===== config.mk =====
export PLATFORM = sky130hd
export DESIGN_NAME = prog_loader
export DESIGN_NICKNAME = d
export VERILOG_FILES = /design/src/rtl/loader_pkg.sv /design/src/rtl/gap_timer.sv /design/src/rtl/prog_loader.sv
export SDC_FILE = /design/constraint.sdc
export NUM_CORES = 1
export LEC_CHECK = 0
export CORE_MARGIN = 1
export CORE_UTILIZATION = 51
export CTS_CLUSTER_SIZE = 14
export DETAILED_ROUTE_END_ITERATION = 7
export GPL_TIMING_DRIVEN = 0
export HOLD_SLACK_MARGIN = 0.05
export PLACE_DENSITY = 0.83
export RECOVER_POWER = 100
export SYNTH_ARGS = -nofsm -noshare
export SYNTH_HDL_FRONTEND = slang
export SYNTH_SLANG_ARGS = --single-unit

===== constraint.sdc =====
create_clock -name clock -period 2.1 [get_ports clock]
set_clock_uncertainty 0.1 [all_clocks]
set_input_delay 0.21 -clock clock [delete_from_list [all_inputs] [get_ports clock]]
set_output_delay 0.21 -clock clock [all_outputs]
set_load 0.005 [all_outputs]

===== src/rtl/loader_pkg.sv =====
//------------------------------------------------------------------------------
// loader_pkg
//   Shared framing constants and FSM state type for the program loader.
//   Rev 1.0 - initial release
//------------------------------------------------------------------------------
`default_nettype none

package loader_pkg;

  typedef enum logic [3:0] {
    ST_IDLE    = 4'd0,
    ST_LEN_HI  = 4'd1,
    ST_LEN_LO  = 4'd2,
    ST_DATA_HI = 4'd3,
    ST_DATA_LO = 4'd4,
    ST_WRITE   = 4'd5,
    ST_CHECK   = 4'd6,
    ST_DONE    = 4'd7,
    ST_ERROR   = 4'd8
  } loader_state_t;

  localparam logic [7:0] SYNC_BYTE_DEFAULT = 8'hA5;
  localparam int unsigned LEN_FIELD_W = 16;
  localparam int unsigned CHK_W       = 8;

  // The inter-byte timeout only applies once a frame has started and before it resolves.
  function automatic logic timer_active(input loader_state_t s);
    return (s >= ST_LEN_HI) && (s <= ST_CHECK);
  endfunction

endpackage

`default_nettype wire


===== src/rtl/gap_timer.sv =====
//------------------------------------------------------------------------------
// gap_timer
//   Counts idle clocks while enabled; expired is high once GAP_LIMIT is reached.
//   Rev 1.0 - initial release
//------------------------------------------------------------------------------
`default_nettype none

module gap_timer #(
  parameter int unsigned GAP_LIMIT = 50000
) (
  input  logic clock,
  input  logic reset,
  input  logic clear,
  input  logic enable,
  output logic expired
);

  localparam int unsigned CW = $clog2(GAP_LIMIT + 1);
  localparam logic [CW-1:0] LIMIT = CW'(GAP_LIMIT);

  logic [CW-1:0] count_q, count_d;

  // Saturates at the limit so expired stays asserted until cleared.
  always_comb begin
    count_d = count_q;
    if (clear || !enable) begin
      count_d = '0;
    end else if (count_q != LIMIT) begin
      count_d = count_q + CW'(1);
    end
  end

  always_ff @(posedge clock) begin
    if (reset) begin
      count_q <= '0;
    end else begin
      count_q <= count_d;
    end
  end

  assign expired = (count_q == LIMIT);

endmodule

`default_nettype wire


===== src/rtl/prog_loader.sv =====
//------------------------------------------------------------------------------
// prog_loader
//   Unpacks a framed byte stream into big-endian 16-bit program words and
//   releases the CPU only after a frame passes its length and checksum checks.
//   Rev 1.0 - initial release
//------------------------------------------------------------------------------
`default_nettype none

module prog_loader
  import loader_pkg::*;
#(
  parameter int unsigned DEPTH     = 1024,
  parameter int unsigned GAP_LIMIT = 50000,
  parameter logic [7:0]  SYNC_BYTE = SYNC_BYTE_DEFAULT
) (
  input  logic        clock,
  input  logic        reset,
  input  logic [7:0]  rx_data,
  input  logic        rx_valid,
  output logic        rx_ready,
  output logic [15:0] prog_address,
  output logic [15:0] prog_data,
  output logic        prog_wren,
  output logic        cpu_run,
  output logic        load_error,
  output logic [15:0] word_count
);

  localparam logic [15:0] DEPTH_W = 16'(DEPTH);

  loader_state_t state_q, state_d;
  logic [15:0]   len_q, len_d;
  logic [7:0]    hi_q, hi_d;
  logic [7:0]    checksum_q, checksum_d;
  logic [15:0]   word_count_q, word_count_d;
  logic [15:0]   prog_address_q, prog_address_d;
  logic [15:0]   prog_data_q, prog_data_d;
  logic          prog_wren_q, prog_wren_d;
  logic          cpu_run_q, cpu_run_d;
  logic          load_error_q, load_error_d;

  logic          xfer;
  logic          timer_en;
  logic          timer_expired;
  logic [15:0]   len_next;
  logic [15:0]   count_inc;

  assign rx_ready  = (state_q != ST_WRITE);
  assign xfer      = rx_valid & rx_ready;
  assign timer_en  = timer_active(state_q);
  assign len_next  = {len_q[15:8], rx_data};
  assign count_inc = word_count_q + 16'd1;

  gap_timer #(
    .GAP_LIMIT (GAP_LIMIT)
  ) u_gap_timer (
    .clock   (clock),
    .reset   (reset),
    .clear   (xfer),
    .enable  (timer_en),
    .expired (timer_expired)
  );

  always_comb begin
    state_d        = state_q;
    len_d          = len_q;
    hi_d           = hi_q;
    checksum_d     = checksum_q;
    word_count_d   = word_count_q;
    prog_address_d = prog_address_q;
    prog_data_d    = prog_data_q;
    prog_wren_d    = 1'b0;
    cpu_run_d      = cpu_run_q;
    load_error_d   = load_error_q;

    // An accepted byte always takes priority over a coincident timeout.
    if (xfer) begin
      case (state_q)
        ST_IDLE, ST_DONE, ST_ERROR: begin
          if (rx_data == SYNC_BYTE) begin
            state_d        = ST_LEN_HI;
            checksum_d     = '0;
            word_count_d   = '0;
            prog_address_d = '0;
            cpu_run_d      = 1'b0;
          end
        end
        ST_LEN_HI: begin
          len_d   = {rx_data, 8'h00};
          state_d = ST_LEN_LO;
        end
        ST_LEN_LO: begin
          len_d = len_next;
          if (len_next == 16'd0) begin
            state_d = ST_CHECK;
          end else if (len_next > DEPTH_W) begin
            state_d = ST_ERROR;
          end else begin
            state_d = ST_DATA_HI;
          end
        end
        ST_DATA_HI: begin
          hi_d       = rx_data;
          checksum_d = checksum_q + rx_data;
          state_d    = ST_DATA_LO;
        end
        ST_DATA_LO: begin
          prog_data_d    = {hi_q, rx_data};
          prog_address_d = word_count_q;
          prog_wren_d    = 1'b1;
          checksum_d     = checksum_q + rx_data;
          state_d        = ST_WRITE;
        end
        ST_CHECK: begin
          if (rx_data == checksum_q) begin
            state_d      = ST_DONE;
            cpu_run_d    = 1'b1;
            load_error_d = 1'b0;
          end else begin
            state_d = ST_ERROR;
          end
        end
        default: state_d = ST_IDLE;
      endcase
    end else if (state_q == ST_WRITE) begin
      word_count_d = count_inc;
      state_d      = (count_inc == len_q) ? ST_CHECK : ST_DATA_HI;
    end else if (timer_en && timer_expired) begin
      state_d = ST_ERROR;
    end

    if (state_d == ST_ERROR) begin
      cpu_run_d    = 1'b0;
      load_error_d = 1'b1;
    end
  end

  always_ff @(posedge clock) begin
    if (reset) begin
      state_q        <= ST_IDLE;
      len_q          <= '0;
      hi_q           <= '0;
      checksum_q     <= '0;
      word_count_q   <= '0;
      prog_address_q <= '0;
      prog_data_q    <= '0;
      prog_wren_q    <= 1'b0;
      cpu_run_q      <= 1'b0;
      load_error_q   <= 1'b0;
    end else begin
      state_q        <= state_d;
      len_q          <= len_d;
      hi_q           <= hi_d;
      checksum_q     <= checksum_d;
      word_count_q   <= word_count_d;
      prog_address_q <= prog_address_d;
      prog_data_q    <= prog_data_d;
      prog_wren_q    <= prog_wren_d;
      cpu_run_q      <= cpu_run_d;
      load_error_q   <= load_error_d;
    end
  end

  assign prog_address = prog_address_q;
  assign prog_data    = prog_data_q;
  assign prog_wren    = prog_wren_q;
  assign cpu_run      = cpu_run_q;
  assign load_error   = load_error_q;
  assign word_count   = word_count_q;

endmodule

`default_nettype wire


After elaboration in Yosys (flattened, before gate mapping) --
Cells that the tools add are included.
Word-level totals: bits in registers 103, bits of input ports 11, output and inout port bits 52, word-level logic and storage cells 93
Operators by class: add/subtract/negate cells 3, $lt $le $gt $ge 3, eq/ne operators 19, muxes and demuxes 25, bitwise gates (word level) 3, reductions and logical operators 28
Operator list (count):
- 16-bit two-way mux | 4
- 16-bit case mux with 2 select lines | 2
- 16-bit by 1-bit adder with 16-bit output, second input constant | 2
- 4-bit two-way mux | 7
- 4-bit case mux with 6 select lines | 1
- 16-bit equality test | 1
- 16-bit equality test, second input constant | 1
- 4-bit by 3-bit equality test with 1-bit output, second input constant | 4
- 16-bit by 11-bit > comparator with 1-bit output, second input constant | 1
- 16-bit zero test | 1
- 16-bit inequality test, second input constant | 1
- 8-bit case mux with 2 select lines | 1
- 2-bit nonzero test | 8
- 3-bit AND reduction | 5
- 8-bit adder | 1
- 4-bit by 2-bit equality test with 1-bit output, second input constant | 2
- 4-bit equality test, second input constant | 2
- 8-bit equality test | 1
- 8-bit equality test, second input constant | 1
- 8-bit two-way mux | 1
- 2-bit inequality test, second input constant | 4
- 2-bit OR reduction | 4
- 1-bit two-way mux | 7
- 2-bit AND reduction | 3
- other kinds (14) | 16

Depth between registers and ports, before layout --
Gate-level depths: netlist of the first run.
depth after elaboration 9, mapped depth 10, gate-level depth less buffers 9

By module --
Synthesis of the first run repeated with hierarchy kept, for this count alone.
Unflattened totals: cell total of the unflattened synthesis 681, area, all modules 5336.4 um^2
By module, submodules not included:
- prog_loader | instances 1, cells each 591, area each 4563.1 um^2, seq. area each 1741.7 um^2
- gap_timer | instances 1, cells each 90, area each 773.2 um^2, seq. area each 320.3 um^2

Worst setup path before layout of the first run --
Ideal clock, no wire load.
kind reg-to-reg, from register word_count_q[0] (netlist: word_count[0]), to register state_q[0], setup time 0.133 ns, arrival 2.064 ns, slack -0.197 ns, stages on the path, launching flop included 8, buffers on the path 1, clock period less this slack 2.297 ns, path through dfxtp_1 > ha_1 > buf_2 > nand3_1 > or3_1 > a2111o_1 > nor4_2 > o22ai_1
On the way: cells in the longest elaborated chain, start to end 5
RTL lines:
- start, declared | line prog_loader.sv:35 | logic [15:0] word_count_q, word_count_d;
- start signal, assigned | line prog_loader.sv:155 | word_count_q <= word_count_d;
- 16-bit by 1-bit adder with 16-bit output | line prog_loader.sv:52 | assign count_inc = word_count_q + 16'd1;
- 16-bit equality test | line prog_loader.sv:127 | state_d = (count_inc == len_q) ? ST_CHECK : ST_DATA_HI;
- 3-bit two-way mux | line prog_loader.sv:127
- 4-bit two-way mux | line prog_loader.sv:125 | end else if (state_q == ST_WRITE) begin
- 4-bit two-way mux | line prog_loader.sv:77 | if (xfer) begin
- end signal, assigned | line prog_loader.sv:151 | state_q <= state_d;
- end, declared | line prog_loader.sv:31 | loader_state_t state_q, state_d;
No other way between the ends. A chain may end at the register's enable or synchronous reset.

Worst setup path after layout of the first run --
Ends and elaborated chain as after synthesis.

==> impl_metrics.csv, run 1 <==
group,metric,value,unit
run_status,outcome,"complete, but fails checks",
floorplanning,ioPinCount,63,
route,via_count,5446,
power_and_ir_drop,static-leakage-power,0.00257,uW
place,place_inst,855,
timing,final_min_period_over_clock_period,107,%
setup_path,max_stage_delay,0.38,ns
worst_hold_path,timing.hold.worst.start,"rx_data[3]",
setup_path,setup.worst_path.start_class,"flop",
timing,setup_slack,-0.147,ns
floorplanning,placement_rows,36,
clocking,number_of_buffers_inserted_during_clock_tree_synthesis,9,
route,vias_per_cell,6.08,
setup_path,worstPathRequired,2.25,ns
cells_and_area,antenna_cells,0,
global_route,antenna_found_initial,0,
yosys,yosys.area.top_type_share,39.0,%
worst_hold_path,hold_class,"input pin to flop",
yosys,synth_largest_area_cell,"sky130_fd_sc_hd__dfxtp_1",
yosys,synth_sequential_area_ratio,39.0,%
setup_path,crit_arrival,2.40,ns
power_and_ir_drop,total_power_density_per_cell_area,525,nW/um^2
power_and_ir_drop,max-vdd-ir-drop,0.597,mV
clocking,root_buffer,"sky130_fd_sc_hd__clkbuf_8",
clocking,cts.reportedPaths.clkPinSlew,0.10,ns
clocking,cts_sinks,103,
setup_path,startpoint_of_the_lowest_slack_register_to_register_path,"word_count[0]$_SDFFE_PP0P_",
yosys,postSynthNetCount,683,
power_and_ir_drop,power.total,3620,uW
route,dr.first_iter.drc_count,476,
cells_and_area,finalNonFillerCells,895,
setup_path,slowest_cell_on_the_critical_path,"sky130_fd_sc_hd__dfxtp_4",
floorplanning,die_x,104,um
floorplanning,fp.dieArea,10800,sq um
floorplanning,fp.dieH,104,um
yosys,synth.most_common_cell,"sky130_fd_sc_hd__dfxtp_1",
clocking,hold_buf_count_cts,0,
global_route,vias_in_the_first_global_route,5050,
clocking,htree_levels,3,
floorplanning,core_region_area,9910,sq um
setup_path,cell_breakdown_of_the_critical_path,"ha_4 > nand4_1 > buf_6 > buf_6 > nor4_4 > xnor2_1 > a211o_1 > nor4_4 > o22ai_1",
run_status,violations_in_the_final_reports,"setup timing",
timing,slew_viol_final,0,
global_route,gr-total-overflow,0,
setup_path,timing.critical_path.fanout_max,5,
yosys,synth_common_cells,"103 x sky130_fd_sc_hd__dfxtp_1, 87 x sky130_fd_sc_hd__nor2_1, 66 x sky130_fd_sc_hd__nand2_1",
flow_run,max_capacitance_violation_count,0,
timing,setup_viol_count_final,6,
setup_path,crit_end_category,"flop",
yosys,synth_area_per_cell,7.99,sq um
yosys,netlist_area,5280,sq um
yosys,synth_warn,0,
global_route,grt_util_all_layers,29.2,%
cells_and_area,final_nets,779,
timing,grt_setup_unrepaired,"true",
cells_and_area,fraction_of_final_layout_cells_with_drive_strength_greater_than_1,18.5,%
yosys,synth-main-ff-cell,"sky130_fd_sc_hd__dfxtp_1",
yosys,netlist_top_cells_area,"sky130_fd_sc_hd__dfxtp_1 39%, sky130_fd_sc_hd__nor2_1 6.2%, sky130_fd_sc_hd__a21oi_1 5.8%",
cells_and_area,area_growth_syn_to_layout,30.3,%
timing,finalHoldViolations,0,
timing,worst_slew_pin_slew,0.736,ns
setup_path,cp.buffers_inverters,2,
setup_path,worstSetupPathType,"flop to flop",
setup_path,cp-startpoint,"word_count[0]$_SDFFE_PP0P_",
yosys,synth-seq-cells,103,
timing,relSlewSlack,51.0,%
clocking,clock_tree.buffer_depth,2,
route,routedWlPerCell,18.2,um
clocking,clock_latency,0.40,ns
place,routabilityCongestion,0.937,
yosys,synth_cell_type_count,63,
timing,hold_ws,0.0756,ns
route,drt_pre_antenna_iters,5,
setup_path,path_delay_family,"simple AND/OR/NAND/NOR gates",
floorplanning,start_util,53.3,%
place,place.port_buffers,61,
clocking,cts_tree,"built",
timing,finalWorstPathRequiredPeriod,2.25,ns
route,finalWirelength,16300,um
global_route,grt_max_degree,19,
timing,clock.fmax,445,MHz
route,antenna_left,0,
global_route,grt_first_pass_wirelength,25200,um
yosys,synthesis.instances,661,
yosys,synthArstFlopShare,0,%
yosys,synth-edff-count,0,
route,route.detailed.drc,0,
place,dpl.hpwl,10500,um
[layout by cell type (no fill, tap or decap), types with 7 or more instances in the layout]
| master | netlist | layout |
|---|---|---|
| sky130_fd_sc_hd__xnor2_1 | 18 | 18 |
| sky130_fd_sc_hd__dlygate4sd3_1 | 0 | 30 |
| sky130_fd_sc_hd__mux2i_1 | 9 | 9 |
| sky130_fd_sc_hd__buf_4 | 0 | 32 |
| sky130_fd_sc_hd__xor2_1 | 18 | 17 |
| sky130_fd_sc_hd__clkbuf_8 | 0 | 10 |
| sky130_fd_sc_hd__or3_1 | 16 | 15 |
| sky130_fd_sc_hd__nand2_1 | 66 | 66 |
| sky130_fd_sc_hd__nor2b_1 | 10 | 10 |
| sky130_fd_sc_hd__inv_1 | 15 | 15 |
| sky130_fd_sc_hd__a21oi_1 | 61 | 57 |
| sky130_fd_sc_hd__o21ai_0 | 28 | 24 |
| sky130_fd_sc_hd__clkbuf_1 | 29 | 15 |
| sky130_fd_sc_hd__dfxtp_2 | 0 | 11 |
| sky130_fd_sc_hd__clkbuf_2 | 0 | 8 |
| sky130_fd_sc_hd__dfxtp_1 | 103 | 88 |
| sky130_fd_sc_hd__nand3_1 | 32 | 31 |
| sky130_fd_sc_hd__nand4_1 | 13 | 13 |
| sky130_fd_sc_hd__a22oi_1 | 27 | 27 |
| sky130_fd_sc_hd__and3_1 | 12 | 9 |
| sky130_fd_sc_hd__ha_1 | 10 | 7 |
| sky130_fd_sc_hd__nor2_1 | 87 | 82 |
| sky130_fd_sc_hd__clkdlybuf4s50_1 | 0 | 23 |
[cell families (layout without fill, tap and decap cells)]
group / after synthesis / in the layout / share of synthesized area (%)
AO/OA/AOI/OAI: 152 / 152 / 17.9
XOR/XNOR: 36 / 36 / 5.97
adder cells (fa/ha/maj): 11 / 11 / 2.75
buffers and inverters: 58 / 159 / 4.57
flip-flops: 103 / 103 / 39.0
multiplexers: 9 / 9 / 1.71
AND/OR/NAND/NOR: 292 / 292 / 28.1
[metal layers]
layer	global-route usage (%)	share of wire, %	vias to the layer above
li1	-	-	2540
met1	38.5	42	2601
met2	46.1	47	265
met3	6.86	9.0	40
met4	11.4	2.7	0
met5	0	0	-
[registers in the layout, indices dropped and copies added (netlist names)]
name and flops:
prog_wren 1, state_q 4, load_error 1, cpu_run 1, word_count 16, prog_data 16, prog_address 16, u_gap_timer.count_q 16
len_q 16, checksum_q 8, hi_q 8
[final cells by class]
type / instances / area, sq um
well taps: 133 / 166
plain buffers: 35 / 221
flip-flops and latches: 103 / 2090
clock buffers: 10 / 128
inverters: 15 / 56.3
fillers: 782 / 3030
multi-input cells: 500 / 3300
clock inverters: 6 / 73.8
repair buffers: 93 / 843
[where the power goes]
group,internal [uW],total (uW),switching [uW]
combinational,111,317,206
sequential,1960,1980,17.9
clock,569,1320,749
[worst register-to-register path, delay by kind of cell, from the launching register on]
kind                       cells  cell delay [ns]
adders and majority gates      1             0.15
DFF                            1             0.38
buffers and inverters          2             0.27
AOI/OAI and AO/OA              2             0.42
xor gates and xnor gates       1             0.12
and+or+nand+nor                3             0.66
[stage by stage]
step	area (sq um)	setup WS, ns	setup TNS (ns)	util, %
final	6880	-0.147	-0.500	69.5
after global routing	6880	-0.256	-0.989	69.5
after CTS	6690	-0.0942	-0.565	67.5
after detailed placement	6070	-0.924	-38.53	61.3
after global placement	6070	-0.924	-36.12	61.3
after floorplan	5300	0.00212	0	-
[repair_timing]
item	4_1_cts	5_1_grt
cloned	0	0
resized for setup	78	56
setup buffers	19	13
pin swaps	19	17
endpoints found under the setup margin	79	66
[final timing paths]
check                                                 end  cells past startpoint  slack, ns
worst min-delay path            prog_data[3]$_SDFFE_PP0P_                      3       0.08
worst min register to register  prog_data[7]$_SDFFE_PP0P_                      2       0.36
worst max register to register      state_q[0]$_SDFF_PP0_                      9      -0.15
worst max-delay path                state_q[0]$_SDFF_PP0_                      9      -0.15
(Power assumes the default switching activity.)
==> run 2: changes to the inputs <==
Settings changed: CORE_MARGIN 1 to 2, CORE_UTILIZATION 51 to 52, CTS_BUF_LIST set to sky130_fd_sc_hd__clkbuf_8, PLACE_DENSITY 0.83 to 0.84.
Clock period 2.1 ns to 2 ns, I/O delays scaled along.
==> impl_metrics.csv, run 2 (same netlist as run 1, synthesis figures left out) <==
group,metric,value,unit
timing,final_min_period_over_clock_period,109,%
place,dp_worst_setup_slack,-1.00,ns
clocking,clock_latency,0.38,ns
cells_and_area,antenna_cells,0,
timing,relSlewSlack,49.0,%
floorplanning,die_x,105,um
floorplanning,placement_rows,36,
clocking,cts_tree,"built",
timing,grt_setup_unrepaired,"true",
cells_and_area,fraction_of_final_layout_cells_with_drive_strength_greater_than_1,21.2,%
power_and_ir_drop,max-vdd-ir-drop,0.575,mV
floorplanning,fp.dieArea,11000,sq um
run_status,outcome,"complete, but fails checks",
setup_path,path_delay_family,"simple AND/OR/NAND/NOR gates",
floorplanning,ioPinCount,63,
power_and_ir_drop,p_sw,1050,uW
route,drt_pre_antenna_iters,5,
power_and_ir_drop,static-leakage-power,0.00265,uW
worst_hold_path,timing.hold.worst_path_depth,3,
worst_hold_path,timing.hold.worst.start,"rx_data[1]",
setup_path,worstSetupPathType,"flop to flop",
cells_and_area,most-common-layout-cells,"83 x sky130_fd_sc_hd__dfxtp_1, 82 x sky130_fd_sc_hd__nor2_1, 66 x sky130_fd_sc_hd__nand2_1, 57 x sky130_fd_sc_hd__a21oi_1, 41 x sky130_fd_sc_hd__dlygate4sd3_1",
run_status,violations_in_the_final_reports,"setup timing",
global_route,grt_max_degree,20,
route,dr.first_iter.drc_count,494,
clocking,root_buffer,"sky130_fd_sc_hd__clkbuf_8",
timing,slew_viol_final,0,
floorplanning,fp.dieH,105,um
place,dpl.hpwl,11100,um
cells_and_area,area_growth_syn_to_layout,33.0,%
clocking,clock_tree.buffer_depth,2,
cells_and_area,design_area_final,7020,sq um
power_and_ir_drop,clock_power_share,34.6,%
timing,clock.fmax,460,MHz
route,route.detailed.drc,0,
cells_and_area,num-fill-cells,755,
global_route,antenna_found_initial,0,
route,routedWlPerCell,18.9,um
timing,hold_ws,0.0463,ns
setup_path,crit_end_category,"flop",
global_route,vias_in_the_first_global_route,5360,
place,place.port_buffers,61,
floorplanning,start_util,53.8,%
clocking,cts_sinks,103,
setup_path,cp.buffers_inverters,0,
power_and_ir_drop,power.internal,2670,uW
place,routabilityCongestion,0.916,
route,via_count,5553,
global_route,grt_first_pass_wirelength,26300,um
setup_path,timing.critical_path.fanout_max,3,
place,place_inst,855,
setup_path,setup.worst_path.start_class,"flop",
route,vias_per_cell,6.16,
power_and_ir_drop,power.share.switching,28.3,%
setup_path,worstPathRequired,2.15,ns
timing,setup_slack,-0.175,ns
setup_path,cell_breakdown_of_the_critical_path,"or4_4 > or4_4 > o2111ai_4 > a31oi_4 > nand4_1 > a21oi_1",
setup_path,reg2reg_slack,-0.17,ns
timing,tns,-2.96,ns
setup_path,crit_arrival,2.32,ns
route,finalWirelength,17100,um
cells_and_area,final_nets,786,
worst_hold_path,hold_class,"input pin to flop",
cells_and_area,mostFrequentLayoutCell,"sky130_fd_sc_hd__dfxtp_1",
power_and_ir_drop,total_power_density_per_cell_area,531,nW/um^2
global_route,gr-total-overflow,0,
timing,worst_slew_pin_slew,0.765,ns
power_and_ir_drop,seqPwrFrac,55.7,%
setup_path,max_stage_delay,0.53,ns
floorplanning,core_region_area,9820,sq um
place,place_area,6120,sq um
setup_path,reg2regPathDepth,6,
flow_run,max_capacitance_violation_count,0,
global_route,grt_util_all_layers,29.6,%
clocking,hold_buf_count_cts,0,
timing,setup_viol_count_final,39,
clocking,number_of_buffers_inserted_during_clock_tree_synthesis,9,
timing,finalHoldViolations,0,
clocking,htree_levels,3,
setup_path,worst_path_most_repeated_cell,"sky130_fd_sc_hd__or4_4",
timing,finalWorstPathRequiredPeriod,2.17,ns
worst_hold_path,worst_hold_path.endpoint,"prog_data[1]$_SDFFE_PP0P_",
setup_path,startpoint_of_the_lowest_slack_register_to_register_path,"len_q[13]$_SDFFE_PP0P_",
clocking,cts.reportedPaths.clkPinSlew,0.11,ns
cells_and_area,finalNonFillerCells,902,
route,antenna_left,0,
power_and_ir_drop,p_comb_share,9.7,%
setup_path,slowest_cell_on_the_critical_path,"sky130_fd_sc_hd__or4_4",
setup_path,regToRegEndpoint,"load_error$_SDFFE_PP0P_",
run 2: cell type report:
type | instances | area [sq um] | area share [%]
plain buffers | 37 | 265 | 3.78
clock inverters | 7 | 61.3 | 0.873
well taps | 133 | 166 | 2.37
repair buffers | 98 | 860 | 12.2
inverters | 15 | 56.3 | 0.802
multi-input cells | 500 | 3390 | 48.3
clock buffers | 9 | 124 | 1.76
flip-flops and latches | 103 | 2100 | 29.9
run 2: per-stage QoR:
| step | power (uW) | util, % |
|---|---|---|
| global route | 3820 | 71.5 |
| floorplan | 2300 | - |
| detailed placement | 2410 | 62.3 |
| global placement | 2400 | 62.3 |
| CTS | 3700 | 69.0 |
| finish | 3730 | 71.5 |
run 2: how the worst max path moves through the flow:
stage,end,depth (start not counted),from,slack [ns]
floorplan,cpu_run$_SDFFE_PP0P_,7,state_q[3]$_SDFF_PP0_,-0.01
global placement,word_count[12]$_SDFFE_PP0P_,9,rx_data[1],-0.94
detailed placement,word_count[12]$_SDFFE_PP0P_,9,rx_data[1],-1.0
CTS,load_error$_SDFFE_PP0P_,6,len_q[13]$_SDFFE_PP0P_,-0.14
global route,state_q[0]$_SDFF_PP0_,7,word_count[2]$_SDFFE_PP0P_,-0.23
finish,load_error$_SDFFE_PP0P_,6,len_q[13]$_SDFFE_PP0P_,-0.17
run 2: what timing repair did:
| action | CTS | global route |
|---|---|---|
| gates cloned | 0 | 1 |
| buffers inserted | 24 | 12 |
| pin swaps | 20 | 24 |
| endpoints found under the setup margin | 89 | 82 |
| gates resized for setup | 97 | 77 |
run 2: worst reg2reg max path, delay by kind of cell (launching register included):
kind            cells  cell delay, ns
flops               1            0.35
simple gates        3            1.16
compound gates      3            0.45
run 2: metal layers:
| metal | routed length, um | track usage, % | vias up | part of all wire [%] |
|---|---|---|---|---|
| li1 | - | - | 2563 | - |
| met1 | 6530 | 35.4 | 2650 | 38 |
| met2 | 8460 | 50.6 | 275 | 50 |
| met3 | 1460 | 6.11 | 65 | 8.6 |
| met4 | 612 | 13.9 | 0 | 3.6 |
| met5 | 0 | 0 | - | 0 |
run 2: power by group through the flow:
stage          logic (uW)  registers [uW]  clock network (uW)
6_report              361            2080                1290
5_1_grt               381            2080                1360
4_1_cts               315            2080                1300
3_5_place_dp          281            2120                   0
3_3_place_gp          276            2120                   0
2_1_floorplan         175            2120                   0
==> run 3: changes to the inputs <==
Settings changed: ABC_CLOCK_PERIOD_IN_PS set to 2000.
==> results of run 3 <==
Final layout, timing and power as in run 2 (identical DEF).
